**src/rtl/avalon_latency_bridge.sv**
```systemverilog
// avalon_latency_bridge
// Presents a fixed 1-cycle read latency to the clarvi core in front of a
// variable-latency, waitrequest-capable pipelined Avalon-MM slave. One
// transaction is in flight at a time; hung reads are cut off by a timeout
// that returns zero data and raises a sticky bus_error.
module avalon_latency_bridge #(
    parameter int ADDR_WIDTH     = 14,
    parameter int DATA_WIDTH     = 64,
    parameter int TIMEOUT_CYCLES = 255
) (
    input  logic                    clock,
    input  logic                    reset,
    input  logic [ADDR_WIDTH-1:0]   avs_address,
    input  logic [DATA_WIDTH/8-1:0] avs_byteenable,
    input  logic                    avs_read,
    input  logic                    avs_write,
    input  logic [DATA_WIDTH-1:0]   avs_writedata,
    output logic [DATA_WIDTH-1:0]   avs_readdata,
    output logic                    avs_readdatavalid,
    output logic                    avs_waitrequest,
    output logic [ADDR_WIDTH-1:0]   avm_address,
    output logic [DATA_WIDTH/8-1:0] avm_byteenable,
    output logic                    avm_read,
    output logic                    avm_write,
    output logic [DATA_WIDTH-1:0]   avm_writedata,
    input  logic [DATA_WIDTH-1:0]   avm_readdata,
    input  logic                    avm_readdatavalid,
    input  logic                    avm_waitrequest,
    output logic                    bus_error
);

    localparam int BE_WIDTH  = DATA_WIDTH / 8;
    localparam int CNT_WIDTH = (TIMEOUT_CYCLES > 0) ? $clog2(TIMEOUT_CYCLES + 1) : 1;
    localparam logic [CNT_WIDTH-1:0] CNT_LAST = CNT_WIDTH'((TIMEOUT_CYCLES > 0) ? TIMEOUT_CYCLES - 1 : 0);
    localparam logic [CNT_WIDTH-1:0] CNT_MAX  = '1;

    typedef enum logic [1:0] {
        IDLE,
        ISSUE,
        WAIT_DATA,
        ACCEPT
    } state_t;

    state_t                state_q,  state_d;
    logic [ADDR_WIDTH-1:0] addr_q,   addr_d;
    logic [BE_WIDTH-1:0]   be_q,     be_d;
    logic [DATA_WIDTH-1:0] wdata_q,  wdata_d;
    logic                  is_read_q, is_read_d;
    logic [CNT_WIDTH-1:0]  cnt_q,    cnt_d;
    logic [DATA_WIDTH-1:0] hold_q,   hold_d;
    logic [DATA_WIDTH-1:0] rdata_q,  rdata_d;
    logic                  rvalid_q, rvalid_d;
    logic                  err_q,    err_d;

    // State and datapath registers; synchronous active-high reset.
    always_ff @(posedge clock) begin
        if (reset) begin
            state_q   <= IDLE;
            addr_q    <= '0;
            be_q      <= '0;
            wdata_q   <= '0;
            is_read_q <= 1'b0;
            cnt_q     <= '0;
            hold_q    <= '0;
            rdata_q   <= '0;
            rvalid_q  <= 1'b0;
            err_q     <= 1'b0;
        end else begin
            state_q   <= state_d;
            addr_q    <= addr_d;
            be_q      <= be_d;
            wdata_q   <= wdata_d;
            is_read_q <= is_read_d;
            cnt_q     <= cnt_d;
            hold_q    <= hold_d;
            rdata_q   <= rdata_d;
            rvalid_q  <= rvalid_d;
            err_q     <= err_d;
        end
    end

    // Next-state logic: latch request, issue downstream, wait for data, accept.
    always_comb begin
        state_d   = state_q;
        addr_d    = addr_q;
        be_d      = be_q;
        wdata_d   = wdata_q;
        is_read_d = is_read_q;
        cnt_d     = cnt_q;
        hold_d    = hold_q;
        rdata_d   = rdata_q;
        rvalid_d  = 1'b0;
        err_d     = err_q;

        case (state_q)
            IDLE: begin
                if (avs_read || avs_write) begin
                    addr_d    = avs_address;
                    be_d      = avs_byteenable;
                    wdata_d   = avs_writedata;
                    // A simultaneous read and write is treated as a read.
                    is_read_d = avs_read;
                    state_d   = ISSUE;
                end
            end
            ISSUE: begin
                if (!avm_waitrequest) begin
                    if (is_read_q) begin
                        cnt_d   = '0;
                        state_d = WAIT_DATA;
                    end else begin
                        state_d = ACCEPT;
                    end
                end
            end
            WAIT_DATA: begin
                if (cnt_q != CNT_MAX) begin
                    cnt_d = cnt_q + CNT_WIDTH'(1);
                end
                if (avm_readdatavalid) begin
                    hold_d  = avm_readdata;
                    state_d = ACCEPT;
                end else if ((TIMEOUT_CYCLES != 0) && (cnt_q == CNT_LAST)) begin
                    hold_d  = '0;
                    err_d   = 1'b1;
                    state_d = ACCEPT;
                end
            end
            ACCEPT: begin
                state_d = IDLE;
                if (is_read_q) begin
                    rvalid_d = 1'b1;
                    rdata_d  = hold_q;
                end
            end
            default: state_d = IDLE;
        endcase
    end

    assign avs_waitrequest   = (avs_read | avs_write) & (state_q != ACCEPT);
    assign avs_readdata      = rdata_q;
    assign avs_readdatavalid = rvalid_q;
    assign bus_error         = err_q;

    // Gated by reset so the downstream request drops in the reset cycle itself,
    // not one cycle later when the state register clears.
    assign avm_read       = (state_q == ISSUE) & is_read_q & ~reset;
    assign avm_write      = (state_q == ISSUE) & ~is_read_q & ~reset;
    assign avm_address    = addr_q;
    assign avm_byteenable = be_q;
    assign avm_writedata  = wdata_q;

endmodule

```
**config.mk**
```make
export PLATFORM = sky130hd
export DESIGN_NAME = avalon_latency_bridge
export DESIGN_NICKNAME = d
export VERILOG_FILES = /design/src/rtl/avalon_latency_bridge.sv
export SDC_FILE = /design/constraint.sdc
export NUM_CORES = 1
export LEC_CHECK = 0
export CAP_MARGIN = 5
export CORE_ASPECT_RATIO = 1.4
export CORE_MARGIN = 1
export CORE_UTILIZATION = 40
export DETAILED_ROUTE_END_ITERATION = 10
export PLACE_DENSITY = 0.8
export SYNTH_ARGS = -nofsm -noshare
export SYNTH_HDL_FRONTEND = slang
export SYNTH_SLANG_ARGS = --single-unit
```
**constraint.sdc**
```tcl
create_clock -name clock -period 3.1 [get_ports clock]
set_clock_uncertainty 0.05 [all_clocks]
set_input_delay 0.775 -clock clock [delete_from_list [all_inputs] [get_ports clock]]
set_output_delay 0.775 -clock clock [all_outputs]
set_load 0.1 [all_outputs]
```
# Word-level counts from Yosys, hierarchy flattened
# Index checks and enable logic that the tools add are counted.
[totals]
ff_bits = 227
in_bits = 156
wordCells = 56
[op_classes]
add_sub_neg = 1
n_eq_ne = 11
mux = 13
bitwise_logic = 10
n_reduce_logical = 11
[op_table]
columns = ["operator", "n"]
rows = [
  ["$mux W64", 2],
  ["$mux W8", 3],
  ["$pmux W8 S2", 1],
  ["$ne A2 B2 Y1 const B", 5],
  ["$add A8 B1 Y8 const B", 1],
  ["$eq A8 B8 Y1 const B", 1],
  ["$mux W2", 4],
  ["$ne A8 B8 Y1 const B", 1],
  ["$pmux W2 S4", 1],
  ["$reduce_and A2 Y1", 3],
  ["$reduce_and A3 Y1", 2],
  ["$and A1 B1 Y1", 5],
  ["$eq A2 B2 Y1 const B", 2],
  ["$not A1 Y1", 4],
  ["$reduce_and A4 Y1", 1],
  ["$reduce_bool A2 Y1", 2],
  ["$ne A3 B3 Y1 const B", 1],
  ["$eq A2 B1 Y1 const B", 1],
  ["$logic_not A2 Y1", 1],
  ["$mux W1", 2],
  ["$reduce_or A2 Y1", 1],
  ["$logic_or A1 B1 Y1", 1],
  ["$or A1 B1 Y1", 1],
]

# Depth between registers and ports, before layout
# Gate-level depths: netlist of run 1.
[depth]
depth_word = 4
ltp_mapped = 8
mapped_depth_nobuf = 6

# Least setup slack after synthesis of run 1
# OpenSTA, ideal clock, no wires.
[synth_timing]
path_type = "input to output"
startpoint = "input reset"
endpoint = "output avm_read"
arrival_ps = 3382
required_ps = 2275
setup_slack_ps = -1107
path_stages = 3
path_buffers = 2
cell_sequence = "clkbuf_1 clkbuf_1 nor3b_1"
[synth_between]
elab_chain_cells = 2
[synth_rtl]
columns = ["element", "line", "rtl"]
rows = [
  ["from (decl)", "12", "input logic reset,"],
  ["$not A1 Y1", "147", "assign avm_read = (state_q == ISSUE) & is_read_q & ~reset;"],
  ["$and A1 B1 Y1", "147", ""],
  ["to (decl)", "23", "output logic avm_read,"],
]
# No other way between the ends.

# Worst setup path in the final report of run 1
[layout_timing]
startpoint = "input avs_read"
endpoint = "output avs_waitrequest"
[layout_between]
elab_chain_cells = 2
[layout_rtl]
columns = ["element", "line", "rtl"]
rows = [
  ["from (decl)", "15", "input logic avs_read,"],
  ["$or A1 B1 Y1", "140", "assign avs_waitrequest = (avs_read | avs_write) & (state_q != ACCEPT);"],
  ["$and A1 B1 Y1", "140", ""],
  ["to (decl)", "20", "output logic avs_waitrequest,"],
]
# No other way between the ends.

==> results of run 1 <==
-- worst max-delay path by stage --
| stage | slack, ps | depth (start not counted) | endpoint | start |
|---|---|---|---|---|
| 2_1_floorplan | -120 | 3 | avm_read | reset |
| 3_3_place_gp | 360 | 4 | avs_waitrequest | avs_read |
| 3_5_place_dp | 350 | 4 | avs_waitrequest | avs_read |
| 4_1_cts | 320 | 4 | avm_read | state_q[1] |
| 5_1_grt | 270 | 4 | avm_read | state_q[1] |
| 6_report | 340 | 4 | avs_waitrequest | avs_read |
-- kinds of logic after synthesis --
| group | Yosys count | synth area share |
|---|---|---|
| multiplexers | 3 | 0.00393 |
| adder cells (fa/ha/maj) | 7 | 0.0110 |
| flip-flops | 227 | 0.571 |
| buffers and inverters | 73 | 0.0443 |
| AO/OA/AOI/OAI | 241 | 0.198 |
| AND/OR/NAND/NOR | 344 | 0.172 |
-- power groups by stage --
| stage | Sequential, W | Combinational, W | Clock, W |
|---|---|---|---|
| global placement | 0.00347 | 0.00358 | 0 |
| global route | 0.00346 | 0.00379 | 0.00310 |
| floorplan | 0.00517 | 0.00102 | 0 |
| CTS | 0.00343 | 0.00362 | 0.00299 |
| detailed placement | 0.00349 | 0.00361 | 0 |
| finish | 0.00343 | 0.00361 | 0.00292 |
-- worst register-to-register path, stage by stage, from the launching register on --
cell and delay [ps]:
dfxtp_1 340, inv_1 150, ha_1 420, mux2i_1 350, or4_2 710, a21boi_0 170
-- layout by cell type (no fill, tap or decap), drive strengths merged, types with 7 or more instances in the layout --
cell type      count
ha                 7
nor2               9
clkbuf            30
clkdlybuf4s50    154
a21oi            155
buf              165
dfxtp            227
a22o              65
nand2            305
nand3              7
-- metrics by stage --
step	cell area [µm²]	setup TNS, ps	hold slack, ps	cells	total power [W]
after global routing	11600	0	419	1435	0.0103
after detailed placement	10800	0	393	1395	0.00710
after floorplan	7970	-247	382	895	0.00619
after global placement	10800	0	387	1395	0.00705
after CTS	11600	0	403	1435	0.0100
final	11600	0	398	1435	0.00995
-- registers in the layout, summed over array words and instances, names as in the netlist --
register,count
state_q,2
avm_address,14
is_read_q,1
bus_error,1
avs_readdata,64
avm_writedata,64
avs_readdatavalid,1
avm_byteenable,8
cnt_q,8
hold_q,64
-- metal layers --
metal,up-vias,share of wire
met5,-,0
met4,0,0.033
met3,52,0.078
met2,251,0.51
met1,3314,0.38
li1,3560,-
-- layout make-up --
cell class / instances / area [µm²]
clock buffers: 30 / 652
repair buffers: 319 / 2870
multi-input cells: 595 / 3100
fillers: 1669 / 7720
well taps: 248 / 310
inverters: 6 / 22.5
clock inverters: 10 / 153
flip-flops and latches: 227 / 4540
==> metrics.yaml, run 1 <==
status:
  status: "finished clean"
critical_path:
  end_kind: "primary output"
  crit_type: "in2out"
  worstPathMaxFanout: 3
  start_kind: "primary input"
  r2r_slack_ps: 850
  cp.required_ps: 2270
  critPathSlowestCell: "clkdlybuf4s50_1"
  critPathArrivalTime_ps: 1940
  path_delay_family: "buffers and inverters"
  crit_buf_inv: 2
  reg2reg_to: "cnt_q[3]"
  r2r_start: "state_q[0]"
  r2r_cells: 5
  slowest_delay_ps: 480
  crit_chain: "clkdlybuf4s50_1, nor2_1, nor2_1, buf_12"
  cp_common_cell: "nor2_1"
grt:
  use_met3: 0.0542
  grt_pass1_wl_mm: 34.2
  antenna_found_initial: 0
  grt_use_met2: 0.373
  grt_pass1_vias: 6823
  grt.total_usage: 0.206
  top_usage_layer: "met2"
  grt_overflow_total: 0
  grt_max_degree: 85
  met1_usage: 0.227
logic_synthesis:
  synth_common_cells: "305 x nand2_1, 227 x dfxtp_1, 154 x a21oi_1, 53 x clkbuf_1, 48 x a22o_2"
  yosysMostFrequentCell: "nand2_1"
  synth-main-ff-cell: "dfxtp_1"
  post_synth_num_cell_types: 39
  synth.area.top_cells: "dfxtp_1 57%, nand2_1 14%, a21oi_1 9.7%"
  ys_async_sr_fraction: 0
  ys_seq_area_frac: 0.571
  synth_warnings: 0
  synth_edf_count: 0
  synth_area_leader_cell: "dfxtp_1"
  synth_top_area_frac: 0.571
  synthCells: 895
  syn-num-nets: 1058
  avgSynthCellArea_um2: 8.89
  ys_ff_latch: 227
  synth_area_um2: 7960
detailed_routing:
  first_iter_violations: 332
  vias: 7177
  drc_errors: 0
  viasPerCell: 5.00
  wl_mm: 22.2
  drt_pre_antenna_iters: 6
  ant_nets: 0
  routedWlPerCell_um: 15.5
final_layout:
  finish.utilization: 0.601
  nets: 1334
  area_growth_syn_to_layout_pct: 46.4
  drive_gt1_frac: 0.221
  diodes: 0
power_and_ir_drop:
  leakage_nw: 4.68
  p_sw_w: 0.00400
  clkPwrFrac: 0.293
  power.internal_w: 0.00595
  swShare: 0.402
  power_density_nw_per_um2: 854
  sequentialPowerShare: 0.344
  pwr-share-comb: 0.362
  vdd_ir_drop_max_v: 0.000550
place:
  preCtsSetupSlack_ps: 350
  place.gp.congestion: 0.782
  port_buffers: 310
  place.detailed.hpwl_mm: 14.9
floorplan:
  fp-row-count: 60
  die_height_um: 169
  die_w_um: 121
  design.die.area_um2: 20500
  start_util: 0.411
  boundaryPins: 311
  core_area_um2: 19400
sta:
  worst_pin_slew_ps: 860
  layout_min_cycle_time_ps: 2760
  period_share: 0.891
  setup_ws_ps: 339
  relSlewSlack: 0.422
  fmax_mhz: 362
  rsz0062_at_grt: "false"
  hold_viol_final: 0
  finalSetupViolCount: 0
  slew_violations: 0
clock_network:
  cts_tree: "built"
  cts_resized: 0
  cts_hold_buf: 0
  clkTransAtPathRegs_ps: 60
  cts_inserted_buffers: 22
  cts_root_buf: "clkbuf_16"
  cts_buffer_depth: 3
  cts_setup_buffers: 0
  clock_latency_ps: 490
  clock_sinks: 227
  htree_levels: 1
hold_path:
  hp-class: "reg2reg"
  hold_depth: 2
  hp-start: "hold_q[50]"
  hold_end: "avs_readdata[50]"
run:
  maxCapViolations: 0
No activity file was read; power rests on OpenSTA's default activity.
==> run 2: changes to the inputs <==
Settings changed: CTS_BUF_LIST set to sky130_fd_sc_hd__clkbuf_4 sky130_fd_sc_hd__clkbuf_8, SLEW_MARGIN set to 40.
==> metrics.yaml, run 2 (synthesis gave the netlist of run 1 again) <==
hold_path:
  hp-class: "reg2reg"
  hp-start: "hold_q[34]"
  hold_depth: 2  # unchanged
  hold_end: "avs_readdata[34]"
detailed_routing:
  ant_nets: 0  # unchanged
  viasPerCell: 4.97  # -0.69%
  drt_pre_antenna_iters: 5  # -1
  drc_errors: 0  # unchanged
  vias: 7247  # +0.98%
  routedWlPerCell_um: 15.3  # -1.2%
  wl_mm: 22.3  # +0.41%
  first_iter_violations: 303  # -8.7%
grt:
  grt_overflow_total: 0  # unchanged
  grt_use_met2: 0.371  # -0.00224
  top_usage_layer: "met2"
  met1_usage: 0.230  # +0.00270
  antenna_found_initial: 0  # unchanged
  grt_pass1_vias: 6986  # +2.4%
  grt.total_usage: 0.210  # +0.00349
  use_met3: 0.0620  # +0.00775
  grt_pass1_wl_mm: 34.5  # +1.1%
  grt_max_degree: 85  # unchanged
place:
  placed_area_um2: 10800  # unchanged
  preCtsSetupSlack_ps: 350  # unchanged
  place.detailed.hpwl_mm: 14.9  # unchanged
  place.gp.congestion: 0.782  # unchanged
  port_buffers: 310  # unchanged
sta:
  rsz0062_at_grt: "false"
  slew_violations: 0  # unchanged
  period_share: 0.884  # -0.00627
  holdWs_ps: 398  # +0.430 ps
  layout_min_cycle_time_ps: 2740  # -19.4 ps
  fmax_mhz: 365  # +0.71%
  relSlewSlack: 0.481  # +0.0589
  hold_viol_final: 0  # unchanged
  setup_ws_ps: 359  # +19.4 ps
  finalSetupViolCount: 0  # unchanged
  worst_pin_slew_ps: 757  # -103 ps
critical_path:
  critPathArrivalTime_ps: 1920  # -20 ps
  r2r_cells: 5  # unchanged
  reg2reg_to: "cnt_q[3]"
  r2r_start: "state_q[0]"
  start_kind: "primary input"
  end_kind: "primary output"
  cp.required_ps: 2270  # about the same
  worstPathMaxFanout: 3  # unchanged
  r2r_slack_ps: 860  # about the same
  crit_type: "in2out"
clock_network:
  htree_levels: 2  # +1
  cts_resized: 0  # unchanged
  cts_inserted_buffers: 36  # +64%
  clock_sinks: 227  # unchanged
  clkTransAtPathRegs_ps: 60  # about the same
  cts_root_buf: "clkbuf_8"
  clock_latency_ps: 520  # +30 ps
  cts_buffer_depth: 3  # unchanged
  cts_hold_buf: 0  # unchanged
  cts_tree: "built"
  cts_setup_buffers: 0  # unchanged
floorplan:
  design.die.area_um2: 20500  # unchanged
  die_height_um: 169  # unchanged
  fp-row-count: 60  # unchanged
  core_area_um2: 19400  # unchanged
  start_util: 0.411  # unchanged
  die_w_um: 121  # unchanged
  boundaryPins: 311  # unchanged
final_layout:
  final_common_cell: "nand2_1"
  area_growth_syn_to_layout_pct: 45.9
  nets: 1348  # +1.0%
  mostFrequentLayoutCells: "304 x nand2_1, 227 x dfxtp_1, 158 x buf_4"
  drive_gt1_frac: 0.239  # +0.0179
  finish.utilization: 0.600  # -0.00194
  postLayoutCellArea_um2: 11600  # -0.32%
  diodes: 0  # unchanged
  n_fill_cell: 1676  # +0.42%
power_and_ir_drop:
  clkPwrFrac: 0.272  # -0.021
  leakage_nw: 4.69  # +0.12%
  vdd_ir_drop_max_v: 0.000451  # -18%
  power.internal_w: 0.00563  # -5.4%
  sequentialPowerShare: 0.355  # +0.011
  p_sw_w: 0.00403  # +0.64%
  power_density_nw_per_um2: 831  # -2.7%
  pwr-share-comb: 0.373  # +0.011
  swShare: 0.417  # +0.0151
status:
  status: "finished clean"
run:
  maxCapViolations: 0  # unchanged
## run 2: changes by cell type in the layout (fill, tap and decap cells not counted), sizes merged
cell / delta
clkbuf: +27
bufinv: -4
clkinvlp: +1
## run 2: worst max path at each step
stage | cells past startpoint | slack, ps | from | to
2_1_floorplan | 3 | -120 | reset | avm_read
3_3_place_gp | 4 | 360 | avs_read | avs_waitrequest
3_5_place_dp | 4 | 350 | avs_read | avs_waitrequest
4_1_cts | 4 | 320 | state_q[1] | avm_read
5_1_grt | 4 | 240 | state_q[1] | avm_read
6_report | 4 | 360 | avs_read | avs_waitrequest
## run 2: metal layers
| metal | wire length, µm | vias up |
|---|---|---|
| met1 | 8470 | 3334 |
| li1 | - | 3594 |
| met3 | 1720 | 52 |
| met2 | 11300 | 267 |
| met5 | 0 | - |
| met4 | 778 | 0 |
## run 2: layout make-up
class | count | area (µm²) | area share
repair buffers | 319 | 2870 | 0.247
inverters | 6 | 22.5 | 0.00194
clock inverters | 7 | 40.0 | 0.00345
clock buffers | 57 | 722 | 0.0622
well taps | 248 | 310 | 0.0267
flip-flops and latches | 227 | 4540 | 0.391
multi-input cells | 595 | 3110 | 0.267
## run 2: metrics by stage
step	cells	power [W]	TNS [ps]
floorplan	895	0.00619	-247
global placement	1395	0.00705	0
detailed placement	1395	0.00710	0
CTS	1459	0.00975	0
global route	1459	0.0101	0
finish	1459	0.00965	0
## run 2: power groups by stage
stage / clock network [W] / logic (W) / registers [W]
5_1_grt: 0.00283 / 0.00379 / 0.00346
3_5_place_dp: 0 / 0.00361 / 0.00349
4_1_cts: 0.00270 / 0.00362 / 0.00343
6_report: 0.00262 / 0.00360 / 0.00343
2_1_floorplan: 0 / 0.00102 / 0.00517
3_3_place_gp: 0 / 0.00358 / 0.00347
## run 2: worst max-delay path: stages
cell	delay [ps]
clkdlybuf4s50_1	480
nor2_1	340
nor2_1	130
buf_12	190
==> run 3: changes to the inputs <==
--- a/config.mk
+++ b/config.mk
@@ -18 +18,2 @@
 export SYNTH_SLANG_ARGS = --single-unit
+export TNS_END_PERCENT = 1
--- a/constraint.sdc
+++ b/constraint.sdc
@@ -4,2 +4,2 @@
 set_output_delay 0.775 -clock clock [all_outputs]
-set_load 0.1 [all_outputs]
+set_load 0.005 [all_outputs]
==> metrics.yaml, run 3 (synthesis gave the netlist of run 1 again) <==
floorplan:
  die_w_um: 121  # unchanged
  fp-row-count: 60  # unchanged
  boundaryPins: 311  # unchanged
  design.die.area_um2: 20500  # unchanged
  die_height_um: 169  # unchanged
  start_util: 0.411  # unchanged
  core_area_um2: 19400  # unchanged
final_layout:
  drive_gt1_frac: 0.108  # -0.130
  final_common_cell: "clkdlybuf4s50_1"
  diodes: 0  # unchanged
  mostFrequentLayoutCells: "309 x clkdlybuf4s50_1, 304 x nand2_1, 227 x dfxtp_1"
  area_growth_syn_to_layout_pct: 50.3
  nets: 1350  # +0.15%
  finish.utilization: 0.618  # +0.0181
sta:
  finalSetupViolCount: 0  # unchanged
  layout_min_cycle_time_ps: 2930  # +192 ps
  relSlewSlack: 0.485  # +0.00427
  fmax_mhz: 341  # -6.5%
  period_share: 0.946  # +0.0618
  slew_violations: 0  # unchanged
  worst_pin_slew_ps: 770  # +12.5 ps
  hold_viol_final: 0  # unchanged
  finalSetupTns_ps: 0  # unchanged
  rsz0062_at_grt: "false"
critical_path:
  crit_type: "reg2out"
  reg2reg_to: "state_q[0]"
  critPathSlowestCell: "clkdlybuf4s50_1"
  worstPathMaxFanout: 7  # +4
  r2r_slack_ps: 890  # +30 ps
  crit_chain: "inv_1, ha_1, nor3b_1, clkdlybuf4s50_1"
  r2r_cells: 6  # +1
  end_kind: "primary output"
  path_delay_family: "buffers and inverters"
  slowest_delay_ps: 540  # +60 ps
  critPathArrivalTime_ps: 2110  # +190 ps
  r2r_start: "state_q[0]"
  crit_buf_inv: 2  # unchanged
  start_kind: "flip-flop"
  cp.required_ps: 2270  # about the same
detailed_routing:
  met3WireLength_mm: 1.78  # +3.6%
  dr_wl_met2_mm: 11.3  # -0.15%
  wl_mm: 22.5  # +0.86%
  drt_pre_antenna_iters: 7  # +2
  routedWlPerCell_um: 15.4  # +1.0%
  drc_errors: 0  # unchanged
  first_iter_violations: 318  # +5.0%
  vias: 7287  # +0.55%
  ant_nets: 0  # unchanged
  top_layer: "met4"
  drt-met1-wl_mm: 8.54  # +0.84%
  viasPerCell: 5.00  # +0.69%
power_and_ir_drop:
  leakage_nw: 4.39  # -6.3%
  vdd_ir_drop_max_v: 0.000370  # -18%
  power_density_nw_per_um2: 667  # -20%
clock_network:
  cts_hold_buf: 0  # unchanged
  cts_resized: 0  # unchanged
  clock_latency_ps: 500  # -20 ps
  clkTransAtPathRegs_ps: 70  # about the same
  clock_sinks: 227  # unchanged
  cts_setup_buffers: 0  # unchanged
  htree_levels: 2  # unchanged
  cts_tree: "built"
  cts_buffer_depth: 3  # unchanged
  cts_root_buf: "clkbuf_8"
  cts_inserted_buffers: 35  # -2.8%
grt:
  grt_overflow_total: 0  # unchanged
  antenna_found_initial: 0  # unchanged
  grt_max_degree: 96  # +13%
  grt_pass1_wl_mm: 34.6  # +0.26%
  grt_pass1_vias: 6878  # -1.5%
  grt.total_usage: 0.212  # +0.00185
place:
  place.detailed.hpwl_mm: 14.8  # -0.59%
  port_buffers: 310  # unchanged
  place.gp.congestion: 0.772  # -1.3%
hold_path:
  hp-class: "reg2reg"
  hold_end: "avs_readdata[28]"
  hp-start: "hold_q[28]"
  hold_depth: 2  # unchanged
run:
  maxCapViolations: 0  # unchanged
status:
  status: "finished clean"
-- run 3: metal layers --
layer / vias to the layer above / track usage
met1: 3368 / 0.228
met2: 271 / 0.378
met3: 57 / 0.0623
met5: - / 0
li1: 3591 / -
met4: 0 / 0.0955
-- run 3: layout make-up --
cell class | count | area [µm²]
Multi-Input combinational cell | 595 | 3100
Sequential cell | 227 | 4540
Clock inverter | 8 | 90.1
Fill cell | 1664 | 7410
Inverter | 6 | 22.5
Tap cell | 248 | 310
Clock buffer | 51 | 639
Timing Repair Buffer | 322 | 3260
-- run 3: how the worst max path moves through the flow --
stage	startpoint	end	slack (ps)	depth (start not counted)
detailed placement	avs_write	avs_waitrequest	160	4
floorplan	reset	avm_read	880	3
global route	state_q[1]	avm_write	50	4
global placement	avs_write	avs_waitrequest	180	4
CTS	avs_write	avs_waitrequest	150	4
finish	state_q[1]	avm_write	170	4
-- run 3: tightest hold or removal path, stage by stage, from the launching register on --
cell     delay, ps
dfxtp_1        310
nand2_1         50
a21oi_1         50
-- run 3: metrics by stage --
step	instances	setup slack, ps	instance area [µm²]	hold WS [ps]	total power, W
2_1_floorplan	895	877	7960	382	0.00445
3_3_place_gp	1398	183	11200	388	0.00539
3_5_place_dp	1398	162	11200	396	0.00544
4_1_cts	1457	147	12000	404	0.00807
5_1_grt	1457	48.4	12000	418	0.00840
6_report	1457	167	12000	397	0.00798
-- run 3: power breakdown --
group	switching (W)	total, W	internal (W)	leakage, nW
sequential	0.000170	0.00342	0.00325	1.85
combinational	0.000975	0.00195	0.000977	2.15
clock	0.00112	0.00260	0.00149	0.393
